## config.mk

```make
export PLATFORM = sky130hd
export DESIGN_NAME = if_stage_sramlike
export DESIGN_NICKNAME = d
export VERILOG_FILES = /design/src/rtl/if_stage_sramlike.sv
export SDC_FILE = /design/constraint.sdc
export NUM_CORES = 1
export LEC_CHECK = 0
export ABC_AREA = 1
export ABC_CLOCK_PERIOD_IN_PS = 1810
export CAP_MARGIN = 15
export CORE_MARGIN = 1
export CORE_UTILIZATION = 44
export CTS_BUF_LIST = sky130_fd_sc_hd__clkbuf_16
export CTS_CLUSTER_DIAMETER = 30
export DETAILED_ROUTE_END_ITERATION = 6
export GPL_TIMING_DRIVEN = 0
export HOLD_SLACK_MARGIN = 0.06
export PLACE_DENSITY = 0.77
export SYNTH_ARGS = -nofsm -noshare
export SYNTH_HDL_FRONTEND = slang
export SYNTH_SLANG_ARGS = --single-unit
```

## constraint.sdc

```tcl
create_clock -name clk -period 1.81 [get_ports clk]
set_input_delay 0.181 -clock clk [delete_from_list [all_inputs] [get_ports clk]]
set_output_delay 0.181 -clock clk [all_outputs]
set_load 0.02 [all_outputs]
```

## src/rtl/if_stage_sramlike.sv

```systemverilog
// if_stage_sramlike: IF stage on an SRAM-like instruction port; `IF_ADEF_CHECK_EN traps misaligned fetch pcs
module if_stage_sramlike #(
    parameter logic [31:0] RESET_PC = 32'h1c000000
) (
    input  logic        clk,
    input  logic        reset,
    input  logic        ID_allow,
    input  logic [32:0] branch_bus,
    output logic        IF_to_ID_valid,
    output logic [63:0] IF_to_ID_bus,
    output logic        inst_sram_req,
    output logic        inst_sram_wr,
    output logic [1:0]  inst_sram_size,
    output logic [3:0]  inst_sram_wstrb,
    output logic [31:0] inst_sram_addr,
    output logic [31:0] inst_sram_wdata,
    input  logic        inst_sram_addr_ok,
    input  logic        inst_sram_data_ok,
    input  logic [31:0] inst_sram_rdata,
    output logic        IF_adef
);
    typedef enum logic [1:0] {S_REQ, S_WAIT, S_HOLD} state_t;
    state_t      r_state;
    logic [31:0] r_pc;
    logic [31:0] r_fetch_pc;
    logic [31:0] r_inst_buf;
    logic [31:0] r_br_target;
    logic        r_discard;
    logic        r_br_pending;
    logic        w_br_taken;
    logic [31:0] w_br_target;
    logic [31:0] w_redirect;
    logic        w_adef_stall;

    assign w_br_taken  = branch_bus[32];
    assign w_br_target = branch_bus[31:0];
    // a branch arriving this cycle overrides one remembered while waiting for addr_ok
    assign w_redirect  = w_br_taken ? w_br_target : r_br_target;

`ifdef IF_ADEF_CHECK_EN
    logic r_adef;
    assign w_adef_stall = r_pc[1:0] != 2'b00;
    assign IF_adef      = r_adef && r_state == S_HOLD && IF_to_ID_valid;
    always_ff @(posedge clk) begin
        if (reset)
            r_adef <= 1'b0;
        else if (r_state == S_REQ)
            r_adef <= w_adef_stall;
    end
`else
    assign w_adef_stall = 1'b0;
    assign IF_adef      = 1'b0;
`endif

    assign inst_sram_req   = ~reset && r_state == S_REQ && ~w_adef_stall;
    assign inst_sram_addr  = reset ? 32'h0 : r_pc;
    assign inst_sram_wr    = 1'b0;
    assign inst_sram_size  = 2'b10;
    assign inst_sram_wstrb = 4'h0;
    assign inst_sram_wdata = 32'h0;
    assign IF_to_ID_valid  = ~reset && ~w_br_taken &&
                             (r_state == S_HOLD || (r_state == S_WAIT && inst_sram_data_ok && ~r_discard));
    assign IF_to_ID_bus    = reset ? 64'h0 :
                             {r_fetch_pc, r_state == S_HOLD ? r_inst_buf : inst_sram_rdata};

    always_ff @(posedge clk) begin
        if (reset) begin
            r_state      <= S_REQ;
            r_pc         <= RESET_PC;
            r_fetch_pc   <= 32'h0;
            r_inst_buf   <= 32'h0;
            r_br_target  <= 32'h0;
            r_discard    <= 1'b0;
            r_br_pending <= 1'b0;
        end else begin
            case (r_state)
                S_REQ: begin
                    if (w_adef_stall) begin
                        if (w_br_taken || r_br_pending) begin
                            r_pc         <= w_redirect;
                            r_br_pending <= 1'b0;
                        end else begin
                            r_state    <= S_HOLD;
                            r_fetch_pc <= r_pc;
                            r_inst_buf <= 32'h0;
                        end
                    end else if (inst_sram_addr_ok) begin
                        r_fetch_pc <= r_pc;
                        r_state    <= S_WAIT;
                        if (w_br_taken || r_br_pending) begin
                            r_discard    <= 1'b1;
                            r_br_pending <= 1'b0;
                            r_pc         <= w_redirect;
                        end else begin
                            r_pc <= r_pc + 32'd4;
                        end
                    end else if (w_br_taken) begin
                        r_br_pending <= 1'b1;
                        r_br_target  <= w_br_target;
                    end
                end
                S_WAIT: begin
                    if (w_br_taken)
                        r_pc <= w_br_target;
                    if (inst_sram_data_ok) begin
                        r_discard  <= 1'b0;
                        r_inst_buf <= inst_sram_rdata;
                        r_state    <= (~r_discard && ~w_br_taken && ~ID_allow) ? S_HOLD : S_REQ;
                    end else if (w_br_taken) begin
                        r_discard <= 1'b1;
                    end
                end
                S_HOLD: begin
                    if (w_br_taken)
                        r_pc <= w_br_target;
                    if (w_br_taken || ID_allow)
                        r_state <= S_REQ;
                end
                default: r_state <= S_REQ;
            endcase
        end
    end
endmodule

```

==> impl_metrics.xml <==
<?xml version="1.0" encoding="UTF-8"?>
<metrics>
  <group name="outcome">
    <metric name="run_status" unit="">complete, but fails checks</metric>
    <metric name="violations_in_the_final_reports" unit="">negative setup slack</metric>
  </group>
  <group name="flow_run">
    <metric name="drv_cap" unit="">0</metric>
  </group>
  <group name="clock_tree">
    <metric name="tritoncts.num_buffers" unit="">17</metric>
    <metric name="post_cts_hold_buffer_count" unit="">0</metric>
    <metric name="clkLatencyLatePin" unit="ns">0.43</metric>
    <metric name="maximum_buffer_depth_of_the_clock_tree" unit="">2</metric>
    <metric name="clock_tree.root_cell" unit="">sky130_fd_sc_hd__clkbuf_16</metric>
    <metric name="ctsHtreeMaxLevel" unit="">4</metric>
    <metric name="cts_tree" unit="">done</metric>
    <metric name="cts.clk_slew.worst_paths" unit="ns">0.06</metric>
    <metric name="cts_num_sinks" unit="">132</metric>
  </group>
  <group name="yosys">
    <metric name="synthCells" unit="">1132</metric>
    <metric name="ys_dominant_reg_cell" unit="">sky130_fd_sc_hd__dfxtp_1</metric>
    <metric name="synth-edff-count" unit="">0</metric>
    <metric name="synth-async-reset-ratio" unit="%">0</metric>
    <metric name="synth_cell_types" unit="">42</metric>
    <metric name="synth_area" unit="µm²">7390</metric>
    <metric name="ys_warn_count" unit="">0</metric>
    <metric name="synth.avg_cell_area" unit="µm²">6.53</metric>
    <metric name="sequential_fraction_of_the_synthesis_area" unit="%">35.8</metric>
    <metric name="ys_ff_latch" unit="">132</metric>
  </group>
  <group name="floorplanning">
    <metric name="die_height" unit="µm">132</metric>
    <metric name="design.core.area" unit="µm²">16500</metric>
    <metric name="die_w" unit="µm">132</metric>
    <metric name="design.die.area" unit="µm²">17300</metric>
    <metric name="initial_utilization" unit="%">44.9</metric>
    <metric name="site_row_count" unit="">47</metric>
    <metric name="num_io_pins" unit="">208</metric>
  </group>
  <group name="final_layout">
    <metric name="most-common-layout-cells" unit="">230 x sky130_fd_sc_hd__nor2_1, 168 x sky130_fd_sc_hd__nand2_1, 130 x sky130_fd_sc_hd__o21ai_0</metric>
    <metric name="final_layout_size_suffix_gt1_share" unit="%">18.9</metric>
    <metric name="utilization" unit="%">64.0</metric>
    <metric name="layout_commonest_cell" unit="">sky130_fd_sc_hd__nor2_1</metric>
    <metric name="area_delta_synth_final" unit="%">42.6</metric>
    <metric name="layoutNonFillerInstCount" unit="">1603</metric>
    <metric name="n_antenna_cell" unit="">0</metric>
    <metric name="layout.nets" unit="">1447</metric>
  </group>
  <group name="detailed_routing">
    <metric name="drc" unit="">0</metric>
    <metric name="average_wire_per_cell_in_the_routed_design" unit="µm">16.4</metric>
    <metric name="detailedRoute.firstPassIterationCount" unit="">7</metric>
    <metric name="wirelength" unit="µm">26400</metric>
    <metric name="detail_route.iter0.violations" unit="">864</metric>
    <metric name="vias" unit="">8454</metric>
    <metric name="viasPerCell" unit="">5.27</metric>
    <metric name="antenna_left" unit="">0</metric>
  </group>
  <group name="timing">
    <metric name="finalCriticalPeriod" unit="ns">1.86</metric>
    <metric name="period_share" unit="%">103</metric>
    <metric name="maxClockFrequency" unit="MHz">538</metric>
    <metric name="setup_ws_final" unit="ns">-0.0504</metric>
    <metric name="rsz0062_at_grt" unit="">yes</metric>
    <metric name="clock-skew-final" unit="ns">0.0118</metric>
    <metric name="slew_viol_final" unit="">0</metric>
    <metric name="finalHoldViolCount" unit="">0</metric>
    <metric name="timing.final.setup_violations" unit="">15</metric>
    <metric name="fin_hold_ws" unit="ns">0.335</metric>
    <metric name="max_slew.worst_pin.slew" unit="ns">0.787</metric>
    <metric name="timing.max_slew.rel_slack" unit="%">47.5</metric>
  </group>
  <group name="placement">
    <metric name="gp_congestion" unit="">0.966</metric>
    <metric name="placed_cells" unit="">1557</metric>
    <metric name="io_buffers" unit="">167</metric>
    <metric name="post-dp-hpwl" unit="µm">18900</metric>
  </group>
  <group name="min_path">
    <metric name="hp-class" unit="">input port to flop</metric>
    <metric name="min_path_cells" unit="">4</metric>
  </group>
  <group name="grt">
    <metric name="gr-max-usage-layer" unit="">met2</metric>
    <metric name="groute.layer.met1.usage" unit="%">36.9</metric>
    <metric name="grtUsageMet3" unit="%">7.41</metric>
    <metric name="antenna_found_initial" unit="">0</metric>
    <metric name="global_route_wire_length_before_repair" unit="µm">40200</metric>
    <metric name="grt.total_usage" unit="%">29.8</metric>
    <metric name="grt_max_degree" unit="">17</metric>
    <metric name="groute.layer.met2.usage" unit="%">47.9</metric>
    <metric name="vias_in_the_first_global_route" unit="">7716</metric>
    <metric name="grt_overflow" unit="">0</metric>
  </group>
  <group name="critical_path">
    <metric name="setup.worst_path.end_class" unit="">output pin</metric>
    <metric name="worstPathMaxFanout" unit="">8</metric>
    <metric name="crit_path_top_delay_cell" unit="">sky130_fd_sc_hd__dfxtp_4</metric>
    <metric name="rr_worst_depth" unit="">10</metric>
    <metric name="crit_path_max_incr_delay" unit="ns">0.36</metric>
    <metric name="criticalPathCategory" unit="">flop to output pin</metric>
    <metric name="worst_path_cell_chain" unit="">inv_4, ha_4, inv_8, clkbuf_16, nor2_1, nor2_1, buf_4</metric>
    <metric name="worst-endpoint-arrival" unit="ns">1.68</metric>
    <metric name="critPathRequiredTime" unit="ns">1.63</metric>
    <metric name="path_common_cell" unit="">sky130_fd_sc_hd__nor2_1</metric>
    <metric name="setup.worst_path.start_class" unit="">flop</metric>
  </group>
  <group name="pwr">
    <metric name="vdd_drop_max" unit="µV">841</metric>
    <metric name="powerDensity" unit="nW/µm²">1380</metric>
    <metric name="power.static_leakage" unit="nW">4.81</metric>
  </group>
</metrics>
==> registers in the layout (all words and copies together) (netlist names) <==
name and cells:
r_inst_buf 32, r_br_pending 1, r_discard 1, r_br_target 32, r_fetch_pc 32, r_state 2, r_pc 32
==> area by class of cell <==
cell class                      instances  area [µm²]
Timing Repair Buffer                  183        1640
Inverter                              105         430
Clock inverter                         14         123
Sequential cell                       132        2660
Tap cell                              220         275
Clock buffer                           17         425
Fill cell                            1489        5930
Buffer                                103         806
Multi-Input combinational cell        829        4180
==> power by group <==
group / leakage, nW / switching (W) / internal, W / total [W]
Sequential: 1.09 / 0.000642 / 0.00376 / 0.00441
Combinational: 3.45 / 0.00427 / 0.00256 / 0.00683
Clock: 0.273 / 0.00132 / 0.00198 / 0.00330
Total: 4.81 / 0.00623 / 0.00830 / 0.0145
==> per-layer routing <==
metal	vias to the layer above	routed length [µm]
li1	4074	-
met4	0	1060
met1	3871	10800
met3	80	2360
met2	429	12200
met5	-	0
==> what timing repair did <==
action | in CTS | in global routing
buffers inserted | 4 | 8
endpoints found under the hold margin | 0 | 0
resized for setup | 301 | 149
pin swaps | 4 | 10
endpoints found under the setup margin | 192 | 142
cloned | 0 | 4
==> critical path, delay by kind of cell, from the launching register on <==
| family | cells | cell delay, ns |
|---|---|---|
| buffers and inverters | 4 | 0.48 |
| adders and majority gates | 1 | 0.24 |
| and+or+nand+nor | 2 | 0.17 |
| DFF | 1 | 0.36 |
==> path summary, 6_finish.rpt <==
kind / from / slack (ns) / to
setup / recovery: r_state[0]$_SDFFE_PP0P_ / -0.05 / IF_to_ID_bus[23]
hold / removal: reset / 0.34 / r_fetch_pc[2]$_SDFFE_PP0P_
setup reg to reg: r_state[1]$_SDFFE_PP0P_ / 0.07 / r_pc[25]$_SDFFE_PP0P_
hold reg to reg: r_fetch_pc[20]$_SDFFE_PP0P_ / 0.45 / r_fetch_pc[20]$_SDFFE_PP0P_
==> kinds of logic after synthesis <==
logic type / after synthesis / synth area share [%]
buffers and inverters: 209 / 13.2
other: 2 / 0.102
DFF: 132 / 35.8
AOI/OAI and AO/OA: 264 / 19.6
adders and majority gates: 6 / 1.02
and+or+nand+nor: 500 / 27.9
muxes: 11 / 1.49
xor gates and xnor gates: 8 / 0.948
==> cell usage after synthesis (11+ instances only) <==
cell type / count / area [µm²]
sky130_fd_sc_hd__o21ai_0: 134 / 671
sky130_fd_sc_hd__a21oi_1: 71 / 355
sky130_fd_sc_hd__a31oi_1: 14 / 87.6
sky130_fd_sc_hd__nand3_1: 43 / 215
sky130_fd_sc_hd__clkbuf_1: 42 / 158
sky130_fd_sc_hd__buf_4: 44 / 330
sky130_fd_sc_hd__inv_1: 98 / 368
sky130_fd_sc_hd__nor2_1: 251 / 942
sky130_fd_sc_hd__a22oi_1: 20 / 150
sky130_fd_sc_hd__nand2_1: 173 / 649
sky130_fd_sc_hd__dfxtp_1: 132 / 2640
sky130_fd_sc_hd__mux2i_1: 11 / 110
==> per-stage QoR <==
step	setup slack, ns	total power [W]	TNS [ns]	instance area [µm²]
after floorplan	0.134	0.00795	0	7530
after global placement	-0.917	0.0101	-78.69	9480
after detailed placement	-0.917	0.0102	-80.90	9480
after CTS	-0.163	0.0139	-3.34	10400
after global routing	-0.0840	0.0153	-1.38	10500
final	-0.0504	0.0145	-0.248	10500
Note: power is estimated with default switching activity, not from simulation.
